**config.mk**
```make
export PLATFORM = sky130hd
export DESIGN_NAME = target_vector_applier
export DESIGN_NICKNAME = d
export VERILOG_FILES = /design/src/rtl/target_vector_applier_pkg.sv /design/src/rtl/target_vector_applier.sv
export SDC_FILE = /design/constraint.sdc
export NUM_CORES = 1
export LEC_CHECK = 0
export CELL_PAD_IN_SITES_DETAIL_PLACEMENT = 1
export CELL_PAD_IN_SITES_GLOBAL_PLACEMENT = 2
export CORE_ASPECT_RATIO = 1.5
export CORE_MARGIN = 8
export CORE_UTILIZATION = 30
export CTS_BUF_LIST = sky130_fd_sc_hd__clkbuf_8
export DETAILED_ROUTE_END_ITERATION = 12
export HOLD_SLACK_MARGIN = 0.12
export PLACE_DENSITY_LB_ADDON = 0.05
export SYNTH_ARGS = -nofsm -noshare
export SYNTH_HDL_FRONTEND = slang
export SYNTH_SLANG_ARGS = --single-unit
```
**constraint.sdc**
```tcl
create_clock -name clock -period 3.4 [get_ports clock]
set_clock_uncertainty 0.2 [all_clocks]
set_input_delay 0.68 -clock clock [delete_from_list [all_inputs] [get_ports clock]]
set_output_delay 0.68 -clock clock [all_outputs]
set_load 0.1 [all_outputs]
```
**src/rtl/target_vector_applier_pkg.sv**
```systemverilog
`default_nettype none
// +----------------------------------------------------------------+
// | target_vector_applier_pkg : FSM encoding and word field offsets |
// | Rev 1.0                                                         |
// +----------------------------------------------------------------+
package target_vector_applier_pkg;

  typedef enum logic [1:0] {
    IDLE = 2'd0,
    LOAD = 2'd1,
    HOLD = 2'd2,
    PUSH = 2'd3
  } state_t;

  localparam int STF_WIDTH_DEF   = 24;
  localparam int RTF_WIDTH_DEF   = 24;
  localparam int CYCLE_RANGE_DEF = 5;
  localparam int CNT_WIDTH_DEF   = 16;

  // Hold field sits directly above the vector / result field.
  localparam int HOLD_LSB     = STF_WIDTH_DEF;
  localparam int RES_HOLD_LSB = RTF_WIDTH_DEF;

endpackage
`default_nettype wire

```
**src/rtl/target_vector_applier.sv**
```systemverilog
`default_nettype none
// +----------------------------------------------------------------+
// | target_vector_applier : applies stimulus words, pushes results  |
// | Rev 1.0                                                         |
// +----------------------------------------------------------------+
module target_vector_applier
  import target_vector_applier_pkg::*;
#(
  parameter int STF_WIDTH   = STF_WIDTH_DEF,
  parameter int RTF_WIDTH   = RTF_WIDTH_DEF,
  parameter int CYCLE_RANGE = CYCLE_RANGE_DEF,
  parameter int CNT_WIDTH   = CNT_WIDTH_DEF
) (
  input  logic                               clock,
  input  logic                               reset,
  input  logic                               enable,
  output logic                               busy,
  output logic                               sfifo_rdreq,
  input  logic                               sfifo_rdempty,
  input  logic [STF_WIDTH+CYCLE_RANGE:0]     sfifo_dataq,
  output logic [RTF_WIDTH+CYCLE_RANGE:0]     rfifo_data,
  output logic                               rfifo_wrreq,
  input  logic                               rfifo_wrfull,
  output logic [STF_WIDTH-1:0]               target_in,
  input  logic [RTF_WIDTH-1:0]               target_out,
  output logic [CNT_WIDTH-1:0]               vec_count
);

  localparam int HOLD_W = CYCLE_RANGE + 1;
  localparam logic [HOLD_W-1:0]    HOLD_ONE = {{(HOLD_W-1){1'b0}}, 1'b1};
  localparam logic [CNT_WIDTH-1:0] CNT_ONE  = {{(CNT_WIDTH-1){1'b0}}, 1'b1};

  state_t            state;
  logic [HOLD_W-1:0] hold_cnt;
  logic [HOLD_W-1:0] hold_echo;

  // Reset gates the request so no pop can be issued while reset is held.
  assign sfifo_rdreq = (state == IDLE) & enable & ~sfifo_rdempty & ~reset;
  assign rfifo_wrreq = (state == PUSH) & ~rfifo_wrfull;
  assign busy        = (state != IDLE);

  always_ff @(posedge clock or posedge reset) begin
    if (reset) begin
      state      <= IDLE;
      target_in  <= '0;
      rfifo_data <= '0;
      vec_count  <= '0;
      hold_cnt   <= '0;
      hold_echo  <= '0;
    end else begin
      case (state)
        IDLE: begin
          if (sfifo_rdreq) state <= LOAD;
        end
        LOAD: begin
          target_in <= sfifo_dataq[STF_WIDTH-1:0];
          hold_cnt  <= sfifo_dataq[STF_WIDTH +: HOLD_W];
          hold_echo <= sfifo_dataq[STF_WIDTH +: HOLD_W];
          state     <= HOLD;
        end
        HOLD: begin
          if (hold_cnt == '0) begin
            rfifo_data <= {hold_echo, target_out};
            state      <= PUSH;
          end else begin
            hold_cnt <= hold_cnt - HOLD_ONE;
          end
        end
        PUSH: begin
          // Stall here while the result FIFO is full; result stays registered.
          if (!rfifo_wrfull) begin
            vec_count <= vec_count + CNT_ONE;
            state     <= IDLE;
          end
        end
        default: state <= IDLE;
      endcase
    end
  end

endmodule
`default_nettype wire

```
Word-level counts from Yosys, hierarchy flattened
Cells that the tools add are included.
{"block": "word_totals", "reg_bits": 84, "ram_bits": 0, "memories": 0, "latchBits": 0, "mem_bits_ro": 0}
{"block": "op_classes", "n_mux": 6, "reduce_logical": 8, "div": 0, "shifts": 0, "add_sub_neg": 2, "n_eq_ne": 7, "magnitude_cmp": 0, "bitwise_logic": 7, "multipliers": 0}
{"operator": "$add 16x1->16 const B", "n": 1}
{"operator": "$pmux 6 s2", "n": 1}
{"operator": "$ne 2x2->1 const B", "n": 4}
{"operator": "$pmux 2 s4", "n": 1}
{"operator": "$logic_not 6->1", "n": 1}
{"operator": "$mux 2", "n": 3}
{"operator": "$mux 6", "n": 1}
{"operator": "$reduce_and 2->1", "n": 3}
{"operator": "$sub 6x1->6 const B", "n": 1}
{"operator": "$and 1x1->1", "n": 4}
{"operator": "$eq 2x2->1 const B", "n": 2}
{"operator": "$reduce_bool 2->1", "n": 2}
{"operator": "$not 1->1", "n": 3}
{"operator": "$reduce_and 3->1", "n": 1}
{"operator": "$eq 2x1->1 const B", "n": 1}
{"operator": "$logic_not 2->1", "n": 1}

Depth between registers and ports, before layout
{"block": "logic_depth", "word_depth": 6, "depth_mapped": 7, "mapped_depth_nobuf": 6}

Worst setup path before layout
Ideal clock, no wire load.
{"block": "synth_timing", "path_type": "register to output", "from": "reg state[0]", "to": "out sfifo_rdreq", "t_arrival_ps": 2443, "stages_incl_launch_ff": 5, "slack_ps": 77, "n_path_buf": 0, "path_cell_list": "dfrtp_1 inv_1 ha_1 inv_1 nor2_1"}
{"block": "synth_via", "elab_chain_len": 4}
{"item": "start, declared", "line_no": "target_vector_applier.sv:33", "text": "state_t state;"}
{"item": "start signal, assigned", "line_no": "target_vector_applier.sv:44", "text": "state <= IDLE;"}
{"item": "start signal, assigned", "line_no": "target_vector_applier.sv:53", "text": "if (sfifo_rdreq) state <= LOAD;"}
{"item": "start signal, assigned", "line_no": "target_vector_applier.sv:59", "text": "state <= HOLD;"}
{"item": "$logic_not 2->1", "line_no": "target_vector_applier.sv:38", "text": "assign sfifo_rdreq = (state == IDLE) & enable & ~sfifo_rdempty & ~reset;"}
{"item": "$and 1x1->1 (3 in series)", "line_no": "target_vector_applier.sv:38"}
{"item": "end, declared", "line_no": "target_vector_applier.sv:18", "text": "output logic sfifo_rdreq,"}
Every way passes these cells.

Worst setup path after layout
{"block": "layout_timing", "from": "in enable", "to": "out sfifo_rdreq"}
{"block": "layout_via", "elab_chain_len": 3}
{"item": "start, declared", "line_no": "target_vector_applier.sv:16", "text": "input logic enable,"}
{"item": "$and 1x1->1 (3 in series)", "line_no": "target_vector_applier.sv:38"}
Every way passes these cells.

==> summary.md <==
| Metric | Value |
|---|---|
| Clk Latency, worst-skew pair | `0.36 ns` |
| RSZ-0062 raised after global routing | `false` |
| Largest family of logic cells by synthesized area | `multiplexers` |
| # IOs | `132` |
| Final WS setup | `0.540 ns` |
| Area contributors post-synth | `dfrtp_1 58%, mux2_2 13%, mux2_4 8.3%` |
| Post-Place Setup Slack | `0.532 ns` |
| P&R area growth vs syn | `42.0%` |
| DR vias | `2450` |
| Initial Util | `0.304` |
| Adder-cell share of the synthesized area | `0.0278` |
| Seq. cell area | `0.00210 mm^2` |
| Critical Path RT | `2.52 ns` |
| GRT Overall Usage | `0.126` |
| Design Area, Final | `0.00511 mm^2` |
| Critical R2R Launch | `state[0]` |
| Final GP Congestion | `0.735` |
| Critical Path AT | `1.98 ns` |
| Slew @ Worst Pin | `0.717 ns` |
| Post-CTS setup buffers | `0` |
| # setup viols final | `0` |
| Detailed Route WL | `9610 um` |
| Crit-path max FO | `2` |
| Fin util | `0.432` |
| Num rows | `49` |
| Class of the most critical setup path | `in -> out` |
| Max-slew violation count | `0` |
| Async set or reset register ratio after synthesis | `1.00` |
| Starting DRT DRC Count | `32` |
| Wire length per cell | `17.6 um` |
| Post-cts resize count | `0` |
| Post-route ant nets | `0` |
| Post-synthesis mux area share | `0.217` |
| Largest net degree at the start of global routing | `57` |
| Post-synthesis simple-gate area fraction | `0.0754` |
| Fmax | `350 MHz` |
| First-pass GRT wire length | `15700 um` |
| Ys flop type | `dfrtp_1` |
| Slowest cell delay on critical path | `0.45 ns` |
| CTS root buf | `clkbuf_8` |
| Final Critical Period | `2.86 ns` |
| # port buffers | `131` |
| Antenna cells | `0` |
| Register area share after synthesis | `0.584` |
| Hold buffer count at CTS | `0` |
| Most numerous cell in the Yosys netlist | `dfrtp_1` |
| Gr ovfl total | `0` |
| Max-cap violations | `0` |
| Post-synthesis register bit count | `84` |
| CP max-delay cell | `clkdlybuf4s50_1` |
| Final hold vios | `0` |
| Share of cells above drive strength 1 | `0.403` |
| Clk sinks | `84` |
| Netlist cell types | `36` |
| Most instantiated cells after synthesis | `84 x dfrtp_1, 41 x mux2_2, 20 x mux2_4` |
| Synth Area in XOR/XNOR | `0.0389` |
| Core Area | `0.0118 mm^2` |
| HPWL Detailed | `7150 um` |
| Die X | `105 um` |
| Vias in the first global route | `2748` |
| Synth area leader | `dfrtp_1` |
| Yosys top cell area share | `0.584` |
| CTS Buffer Depth | `2` |
| Crit. Startpoint | `enable` |
| DRC | `0` |
| Compound-gate portion of the synthesized area | `0.0264` |
| Worst Hold Launch | `vec_count[15]` |
| Post-DR vias/cell | `4.50` |
| Syn Std Cell Area | `0.00360 mm^2` |
| Outcome | `completed` |
| Filler Cells Inserted | `1290` |
| Clk slew on worst S/H paths | `0.08 ns` |
| Post-Syn Nets | `317` |
| Setup TNS | `0 ns` |
| Max-Slew Margin vs Limit | `0.522` |
| Area after DPL | `0.00491 mm^2` |
| Die area | `0.0158 mm^2` |
| Pre-antenna DRT Iters | `4` |
| Multi-input gate area in the final layout | `0.00139 mm^2` |
| Post-synth EDFFs | `0` |
| Fin crit share | `0.841` |
| Worst Setup End Kind | `output pin` |
| Min-Delay Path Class | `reg -> reg` |
| Initial antenna violation count | `0` |
| Ys Warns | `0` |
| Post-synthesis cell count | `250` |
| Startpoint types | `input port` |
| Die Y | `150 um` |
| TritonCTS buffer count | `9` |
| # H-tree levels | `3` |
| CTS tree | `yes` |
| Crit-path cells | `clkdlybuf4s50_1, or3b_2, nor2_1, buf_12` |
| Mean Syn Cell Area | `14.4 um^2` |
| Fin nets | `454` |
routing by layer:
metal | GRT usage | routed length, um
met5 | 0 | 0
met1 | 0.154 | 3970
met2 | 0.199 | 4770
met3 | 0.0463 | 772
met4 | 0.0452 | 104
cell type report:
class | instances | share of cell area
clock buffer | 11 | 0.0296
clock inverter | 5 | 0.0100
inverter | 8 | 0.00612
multi-input combinational | 149 | 0.272
sequential | 84 | 0.411
tap | 153 | 0.0374
timing repair buffer | 135 | 0.234
state kept, by name (all words and copies together), names as in the netlist:
signal and count:
state 2, vec_count 16, rfifo_data 30, hold_echo 6, target_in 24, hold_cnt 6
path summary, 6_finish.rpt:
path / depth (start not counted) / slack, ns / endpoint
max in group asynchronous: 3 / 1.84 / target_in[17]
max reg2reg: 6 / 1.10 / state[1]
min reg2reg: 1 / 0.30 / vec_count[15]
min in group asynchronous: 2 / 0.50 / hold_cnt[4]
max: 4 / 0.54 / sfifo_rdreq
min: 1 / 0.30 / vec_count[15]
cell families (layout without fill, tap and decap cells):
family	after synthesis	after routing
and+or+nand+nor	48	48
buffers and inverters	17	159
xor gates and xnor gates	16	16
adders and majority gates	8	8
DFF	84	84
AOI/OAI and AO/OA	14	14
muxes	63	63
critical path: cells and delay by family:
kind,cells,cell delay [ns]
buffers and inverters,2,0.65
AND/OR/NAND/NOR,2,0.64
cells in the final DEF (no fill, tap or decap), types with 2 or more instances in the layout:
| cell type | instances |
|---|---|
| dfrtp_1 | 84 |
| buf_4 | 74 |
| clkdlybuf4s50_1 | 58 |
| mux2_2 | 41 |
| mux2_4 | 20 |
| clkbuf_8 | 11 |
| nand2_1 | 10 |
| xnor2_1 | 10 |
| inv_1 | 9 |
| nor2_1 | 8 |
| nand3_1 | 7 |
| ha_1 | 7 |
| xor2_1 | 6 |
| nor3_1 | 4 |
| nand4_1 | 4 |
| and3_1 | 3 |
| a21oi_1 | 3 |
| o21ai_0 | 3 |
| and4_1 | 3 |
| buf_12 | 3 |
| a211oi_1 | 2 |
| mux2i_1 | 2 |
| nand2b_1 | 2 |
| clkinv_2 | 2 |
per-stage QoR:
step,std cells,hold WS [ns]
after floorplan,250,0.277
after global placement,529,0.261
after detailed placement,529,0.294
after CTS,545,0.305
after global routing,545,0.323
final,545,0.298
Power is left out: the tool's default activity adds up to more than one toggle a clock period on the data nets, which glitch-free logic cannot reach.
